===== src/rtl/gen_event_source.sv =====
// ---------------------------------------------------------------------------
// gen_event_source
//   Producer end of the event-trace interface. Each accepted request gets a
//   unique 64-bit id and a 64-bit cycle stamp, and is queued in a small FIFO
//   that drains one event per evt_valid/evt_ready handshake toward the
//   event-export sink.
//
// Parameters
//   DEPTH        FIFO entries (power of two, 2..16)
//   ID_BASE      first id handed out after reset (0 means "no parent")
//   DROP_ON_FULL 0: stall the requester while full; 1: discard and count
//
// Ports
//   clock       in   sole clock, rising edge
//   reset_n     in   synchronous active-low reset
//   req_valid   in   event request
//   req_ready   out  request can be taken this cycle
//   req_parent  in   parent event id (0 = root)
//   req_data    in   event payload
//   req_id      out  id the current request receives if accepted
//   evt_valid   out  event present on the sink bus
//   evt_ready   in   sink consumes the event
//   evt_id      out  event id
//   evt_parent  out  parent id
//   evt_cycle   out  cycle stamp
//   evt_data    out  payload
//   drop_count  out  saturating count of discarded requests
//   occupancy   out  FIFO fill level
// ---------------------------------------------------------------------------

// Protocol checker: fill level bound and output stability under backpressure.
module gen_event_source_chk #(
  parameter int unsigned     PW      = 3,
  parameter logic [PW-1:0]   DEPTH_W = PW'(4)
) (
  input logic          clock,
  input logic          reset_n,
  input logic          evt_valid,
  input logic          evt_ready,
  input logic [63:0]   evt_id,
  input logic [63:0]   evt_data,
  input logic [PW-1:0] occupancy
);

  a_occ_bound: assert property (@(posedge clock) disable iff (!reset_n)
    occupancy <= DEPTH_W);

  a_evt_hold: assert property (@(posedge clock) disable iff (!reset_n)
    (evt_valid && !evt_ready) |=> (evt_valid && $stable(evt_id) && $stable(evt_data)));

endmodule

module gen_event_source #(
  parameter int unsigned DEPTH        = 4,
  parameter logic [63:0] ID_BASE      = 64'd1,
  parameter bit          DROP_ON_FULL = 1'b0
) (
  input  logic                     clock,
  input  logic                     reset_n,
  input  logic                     req_valid,
  output logic                     req_ready,
  input  logic [63:0]              req_parent,
  input  logic [63:0]              req_data,
  output logic [63:0]              req_id,
  output logic                     evt_valid,
  input  logic                     evt_ready,
  output logic [63:0]              evt_id,
  output logic [63:0]              evt_parent,
  output logic [63:0]              evt_cycle,
  output logic [63:0]              evt_data,
  output logic [31:0]              drop_count,
  output logic [$clog2(DEPTH):0]   occupancy
);

  localparam int unsigned AW = $clog2(DEPTH);
  localparam int unsigned PW = AW + 1;
  localparam logic [PW-1:0] PTR_ONE = PW'(1'b1);

  typedef struct packed {
    logic [63:0] id;
    logic [63:0] parent;
    logic [63:0] cycle;
    logic [63:0] data;
  } entry_t;

  localparam entry_t ENTRY_ZERO = '{id: 64'd0, parent: 64'd0, cycle: 64'd0, data: 64'd0};

  // Full when the wrap bits differ and the index bits match.
  function automatic logic ptr_full(input logic [PW-1:0] wr, input logic [PW-1:0] rd);
    ptr_full = (wr[PW-1] != rd[PW-1]) && (wr[PW-2:0] == rd[PW-2:0]);
  endfunction

  // Increment that sticks at all-ones instead of wrapping.
  function automatic logic [31:0] sat_inc32(input logic [31:0] v);
    if (v == 32'hFFFF_FFFF) begin
      sat_inc32 = v;
    end else begin
      sat_inc32 = v + 32'd1;
    end
  endfunction

  logic [63:0]   cycle_q,   cycle_d;
  logic [63:0]   next_id_q, next_id_d;
  logic [31:0]   drop_q,    drop_d;
  logic [PW-1:0] wr_ptr_q,  wr_ptr_d;
  logic [PW-1:0] rd_ptr_q,  rd_ptr_d;
  entry_t        mem_q [DEPTH];

  logic   full_s;
  logic   empty_s;
  logic   push_s;
  logic   pop_s;
  logic   drop_s;
  entry_t head_s;

  // Handshake qualification: readiness, push, pop and drop decisions.
  always_comb begin
    full_s  = ptr_full(wr_ptr_q, rd_ptr_q);
    empty_s = (wr_ptr_q == rd_ptr_q);
    if (!reset_n) begin
      req_ready = 1'b0;
    end else if (DROP_ON_FULL) begin
      req_ready = 1'b1;
    end else begin
      // A pop in the same cycle does not open a slot for the requester.
      req_ready = !full_s;
    end
    push_s = req_valid && req_ready && !full_s;
    // Only reachable in drop mode: accepted while full, so it is discarded.
    drop_s = req_valid && req_ready && full_s;
    pop_s  = reset_n && !empty_s && evt_ready;
  end

  // Next-state values for counters and pointers.
  always_comb begin
    cycle_d = cycle_q + 64'd1;
    if (push_s) begin
      next_id_d = next_id_q + 64'd1;
      wr_ptr_d  = wr_ptr_q + PTR_ONE;
    end else begin
      next_id_d = next_id_q;
      wr_ptr_d  = wr_ptr_q;
    end
    if (pop_s) begin
      rd_ptr_d = rd_ptr_q + PTR_ONE;
    end else begin
      rd_ptr_d = rd_ptr_q;
    end
    if (drop_s) begin
      drop_d = sat_inc32(drop_q);
    end else begin
      drop_d = drop_q;
    end
  end

  // Control state registers with synchronous active-low reset.
  always_ff @(posedge clock) begin
    if (!reset_n) begin
      cycle_q   <= 64'd0;
      next_id_q <= ID_BASE;
      drop_q    <= 32'd0;
      wr_ptr_q  <= '0;
      rd_ptr_q  <= '0;
    end else begin
      cycle_q   <= cycle_d;
      next_id_q <= next_id_d;
      drop_q    <= drop_d;
      wr_ptr_q  <= wr_ptr_d;
      rd_ptr_q  <= rd_ptr_d;
    end
  end

  // FIFO storage; contents are don't-care while empty since outputs are gated.
  always_ff @(posedge clock) begin
    if (push_s) begin
      mem_q[wr_ptr_q[AW-1:0]] <= '{id:     next_id_q,
                                   parent: req_parent,
                                   cycle:  cycle_q,
                                   data:   req_data};
    end
  end

  // Sink-side view of the FIFO head, forced to zero while empty.
  always_comb begin
    head_s = mem_q[rd_ptr_q[AW-1:0]];
    if (empty_s) begin
      head_s = ENTRY_ZERO;
    end else begin
      head_s = mem_q[rd_ptr_q[AW-1:0]];
    end
  end

  assign req_id     = next_id_q;
  assign evt_valid  = !empty_s;
  assign evt_id     = head_s.id;
  assign evt_parent = head_s.parent;
  assign evt_cycle  = head_s.cycle;
  assign evt_data   = head_s.data;
  assign drop_count = drop_q;
  assign occupancy  = wr_ptr_q - rd_ptr_q;

  gen_event_source_chk #(
    .PW      (PW),
    .DEPTH_W (PW'(DEPTH))
  ) u_chk (
    .clock     (clock),
    .reset_n   (reset_n),
    .evt_valid (evt_valid),
    .evt_ready (evt_ready),
    .evt_id    (evt_id),
    .evt_data  (evt_data),
    .occupancy (occupancy)
  );

endmodule


===== config.mk =====
export PLATFORM = sky130hd
export DESIGN_NAME = gen_event_source
export DESIGN_NICKNAME = d
export VERILOG_FILES = /design/src/rtl/gen_event_source.sv
export SDC_FILE = /design/constraint.sdc
export NUM_CORES = 1
export LEC_CHECK = 0
export CORE_AREA = 4 4 275 479
export CTS_BUF_LIST = sky130_fd_sc_hd__clkbuf_16
export CTS_CLUSTER_SIZE = 20
export DETAILED_ROUTE_END_ITERATION = 8
export DIE_AREA = 0 0 279 483
export DONT_BUFFER_PORTS = 1
export SKIP_LAST_GASP = 1
export SYNTH_ARGS = -nofsm -noshare
export SYNTH_HDL_FRONTEND = slang
export SYNTH_SLANG_ARGS = --single-unit

===== constraint.sdc =====
create_clock -name clock -period 8.5 [get_ports clock]
set_input_delay 0.425 -clock clock [delete_from_list [all_inputs] [get_ports clock]]
set_output_delay 0.425 -clock clock [all_outputs]
set_load 0.03 [all_outputs]

# Word-level counts from Yosys, hierarchy flattened
# Memories as Yosys holds them, arrays and structs flattened. A register that Yosys moved wholly into a read port is not among the register bits.
# Cells that the tools add are included.
# word_totals
inputBits	132
ram_bits	1024
memories	1
regBits	166
wordCells	32
output_inout_bits	357
# mem_list
name	depth	width	rd	rd_clocked_by_memory_dff	write_ports	line	rtl
mem_q	4	256	1	1	1	107	entry_t mem_q [DEPTH];
# op_classes
n_bitwise	1
mux	6
n_eq_ne	4
addsub	6
reduce_logical	9
# ops
operator	n
2-to-1 mux 256 bit	1
adder 64 x 1 -> 64 bit (second input constant)	2
adder 32 x 1 -> 32 bit (second input constant)	1
== test 32 bit (second input constant)	1
adder 3 x 1 -> 3 bit (second input constant)	2
logical AND 1 bit	6
2-to-1 mux 2 bit	2
== test 3 bit	1
2-to-1 mux 1 bit	3
subtractor 3 bit	1
== test 2 bit	1
logical NOT 1 bit	2
AND reduction 2 bit	1
inequality test 1 bit	1
inverter 1 bit	1

# Logic depth before layout (Yosys ltp)
# depth
depth_word	8
mapped_depth	9
ltp_nobuf	7

# Worst setup path after synthesis
# No wires, ideal clock.
# synth_timing
path_kind	flip-flop to flip-flop
startpoint	register wr_ptr_q[0]
endpoint	memory mem_q[0][0] (netlist bit) (enable)
period_less_slack_ns	8.327
n_path_buf	2
path_stages_with_launch	8
setup_time_ns	0.652
required_time_ns	7.848
t_arrival_ns	7.675
setup_slack_ns	0.173
cell_sequence	dfxtp_1 inv_1 ha_1 and2_1 clkbuf_1 a21boi_1 clkbuf_1 and3_1
# synth_via
elab_chain_cells	8
# synth_lines
element	line	rtl
from (decl)	105	logic [PW-1:0] wr_ptr_q, wr_ptr_d;
from (signal assigned)	168	wr_ptr_q <= wr_ptr_d;
== test 2 bit	90	ptr_full = (wr[PW-1] != rd[PW-1]) && (wr[PW-2:0] == rd[PW-2:0]);
logical AND 1 bit	90	
logical NOT 1 bit	126, 128	
2-to-1 mux 1 bit	120	if (!reset_n) begin
logical AND 1 bit (2 in a row)	128	push_s = req_valid && req_ready && !full_s;
2-to-1 mux 1 bit	175	if (push_s) begin
2-to-1 mux 1 bit (not written as such)	176	mem_q[wr_ptr_q[AW-1:0]] <= '{id: next_id_q,
to (decl)	107	
# Parallel ways exist; a longest one is shown, timed or not.

# Worst setup path after layout
# layout_timing
startpoint	register wr_ptr_q[0]
endpoint	memory mem_q[3][52] (netlist bit) (enable)
# Same word-level chain as after synthesis.

==> impl_metrics.yaml <==
layout:
  layout.cells.most_common: "edfxtp_1"
  area_growth_pct: 14.9
  fin_nets: 2743
  fill_cells: 11300
  drive_above_1_share_pct: 17.4
  final_area_mm2: 0.0526
  instances_no_fill: 4369
  final_cell_mix: "1,024 x edfxtp_1, 296 x and2_1, 256 x mux4_2, 166 x dfxtp_1, 130 x dlygate4sd3_1"
clock_network:
  cts.path.max_buffers: 3
  numCtsBuffers: 105
  postCtsSetupBuffers: 0
  cts_root_buf: "clkbuf_16"
  post_cts_resized: 0
  cts-hold-fix-buffers: 131
  cts_tree: "built"
  clock_latency_ns: 0.69
  cts_sinks: 1192
  path_clk_slew_ns: 0.07
  cts_htree_levels: 3
grt:
  grt_max_degree: 141
  grt_pass1_wl_um: 155000
  met3_usage_pct: 3.23
  antenna_found_initial: 7
  top_usage_layer: "met2"
  met2_usage_pct: 25.4
  overflow: 0
  first_global_vias: 24300
  use_met1_pct: 19.0
  grt_usage_pct: 14.9
sta:
  finClkSkew_ns: 0.0364
  worst_slack_ns: 4.21
  period_minus_slack_ns: 4.29
  fmax_mhz: 233
  finalSetupViolCount: 0
  hold_viol: 0
  fin_crit_sh_pct: 50.5
  tns_ns: 0
  rsz0062_at_grt: "false"
  slew_headroom_pct: 18.0
  worstMarginPinSlew_ns: 1.23
  drv_slew: 0
yosys:
  syn_inst: 2466
  synth_edf_count: 1024
  synth.distinct_cells: 50
  synth_ff_type: "edfxtp_1"
  ys_warn_count: 0
  synth_area_per_cell_um2: 18.6
  async_flop_share_pct: 0
  synth_seq_cells: 1192
  synth_nets: 2608
  syn_area_mm2: 0.0458
  ys_seq_area_share_pct: 74.5
routing:
  drtPass1Iterations: 7
  drtIter0Drc: 1578
  routed_wl_um: 102000
  vias_per_cell: 5.21
  wl_per_cell_um: 23.3
  antenna_left: 0
  via_count: 22700
  drc: 0
run:
  maxCapViolCount: 0
floorplan:
  die_w_um: 279
  die_area_mm2: 0.135
  core-area_mm2: 0.128
  ios: 489
  num_rows: 174
  start_util_pct: 35.8
  die_h_um: 483
critical_path:
  slowest_stage: "a21boi_1"
  cp_num_buf_inv: 2
  critical_path.cell_chain: "inv_1 > ha_1 > and2_1 > a21boi_1 > and3_4 > buf_4"
  worst_path_largest_cell_delay_ns: 1.00
  worst_setup_path_start_kind: "register"
  crit_required_ns: 8.80
  criticalPathCategory: "reg2reg"
  r2r_slack_ns: 4.21
  worstReg2RegEnd: "mem_q[3][52]"
  setup.worst_path.start: "wr_ptr_q[0]"
  crit_family: "simple AND/OR/NAND/NOR gates"
  crit_path_end_kind: "register"
  r2r_cells: 6
  worst_r2r_startpoint: "wr_ptr_q[0]"
  crit_path_max_fanout: 68
  cp.arrival_ns: 4.59
worst_hold_path:
  hold_path.class: "in2reg"
  hp-start: "reset_n"
  hold_end: "req_id[13]"
  holdPathStages: 2
placed_design:
  dp_hpwl_um: 61100
  dp.cells: 4035
  io_buffers: 0
  pre_cts_ws_ns: 4.19
  placed_area_mm2: 0.0478
  finalWeightedCongestion: 0.766
power_and_ir_drop:
  leakage_nw: 16.2
  powerDensity_mw_per_mm2: 261
  worst_ir_drop_vdd_mv: 0.232
run_status:
  status: "finished clean"
==> cell type report <==
class	count	area, um^2	area share (%)
sequential	1192	34100	64.8
multi-input combinational	1133	11200	21.3
clock buffer	112	2800	5.32
tap	1672	2090	3.97
timing repair buffer	149	1600	3.04
clock inverter	87	753	1.43
inverter	20	77.6	0.147
antenna	4	10.0	0.0190
==> kinds of logic after synthesis <==
group                      synth area share [%]
and+or+nand+nor                            8.41
buffers and inverters                      1.19
adders and majority gates                 0.289
AOI/OAI and AO/OA                          1.62
xor gates and xnor gates                   1.24
DFF                                        74.5
muxes                                      12.8
==> cell usage after synthesis, drive strengths merged, types with 3 or more instances <==
cell type,instances,area (um^2)
a21oi,59,295
and2,296,1850
and3,13,81.3
and4,8,73.8
buf,30,129
clkbuf,91,343
dfxtp,168,3360
edfxtp,1024,30700
ha,9,113
inv,20,75.1
mux2i,9,90.1
mux4,256,5770
nand2,58,218
nand2b,9,56.3
nand3,49,250
nand4,55,365
nor2,76,285
nor3,20,100
nor4,14,93.8
o21a,3,22.5
o21ai,40,200
o31ai,15,113
or2,4,25.0
or3,42,263
or4,16,124
xnor2,38,333
xor2,27,236
==> layer usage <==
layer  wire (um)  vias to the layer above
li1            -                    10000
met1       41400                    11800
met2       51200                      751
met3        6600                      142
met4        2560                        0
met5           0                        -
==> metrics by stage <==
stage          hold slack (ns)  util, %  power [mW]
2_1_floorplan            0.449        -        8.59
3_3_place_gp             0.466     37.3        8.99
3_5_place_dp             0.488     37.3        9.03
4_1_cts                 0.0611     41.1        14.0
5_1_grt                  0.102     41.1        14.3
6_report                 0.130     41.1        13.7
==> sequential cells by signal, summed over array words and instances (netlist names), named ones only <==
signal and count:
mem_q 1024, cycle_q 64, req_id 64, drop_count 32, rd_ptr_q 3, wr_ptr_q 3
==> power breakdown <==
group / total, mW / internal [mW] / leakage, nW / switching (mW)
logic: 2.39 / 0.737 / 3.73 / 1.65
registers: 6.53 / 6.45 / 10.7 / 0.0761
clock network: 4.83 / 2.68 / 1.79 / 2.14
total: 13.7 / 9.87 / 16.2 / 3.87
==> worst max path at each step <==
stage / end / slack (ns) / cells past startpoint
final: mem_q[3][52] / 4.21 / 6
after CTS: evt_cycle[22] / 4.10 / 4
after global placement: mem_q[3][61] / 4.31 / 6
after global routing: mem_q[3][52] / 3.93 / 6
after detailed placement: mem_q[3][37] / 4.19 / 6
after floorplan: mem_q[0][0] / 0.17 / 7
==> worst reg2reg max path, cell delays in order, from the launching register on <==
cell and delay, ns:
dfxtp_1 0.40, inv_1 0.11, ha_1 0.34, and2_1 0.26, a21boi_1 1.00, and3_4 0.77
buf_4 0.91
No activity file was read; power rests on OpenSTA's default activity.
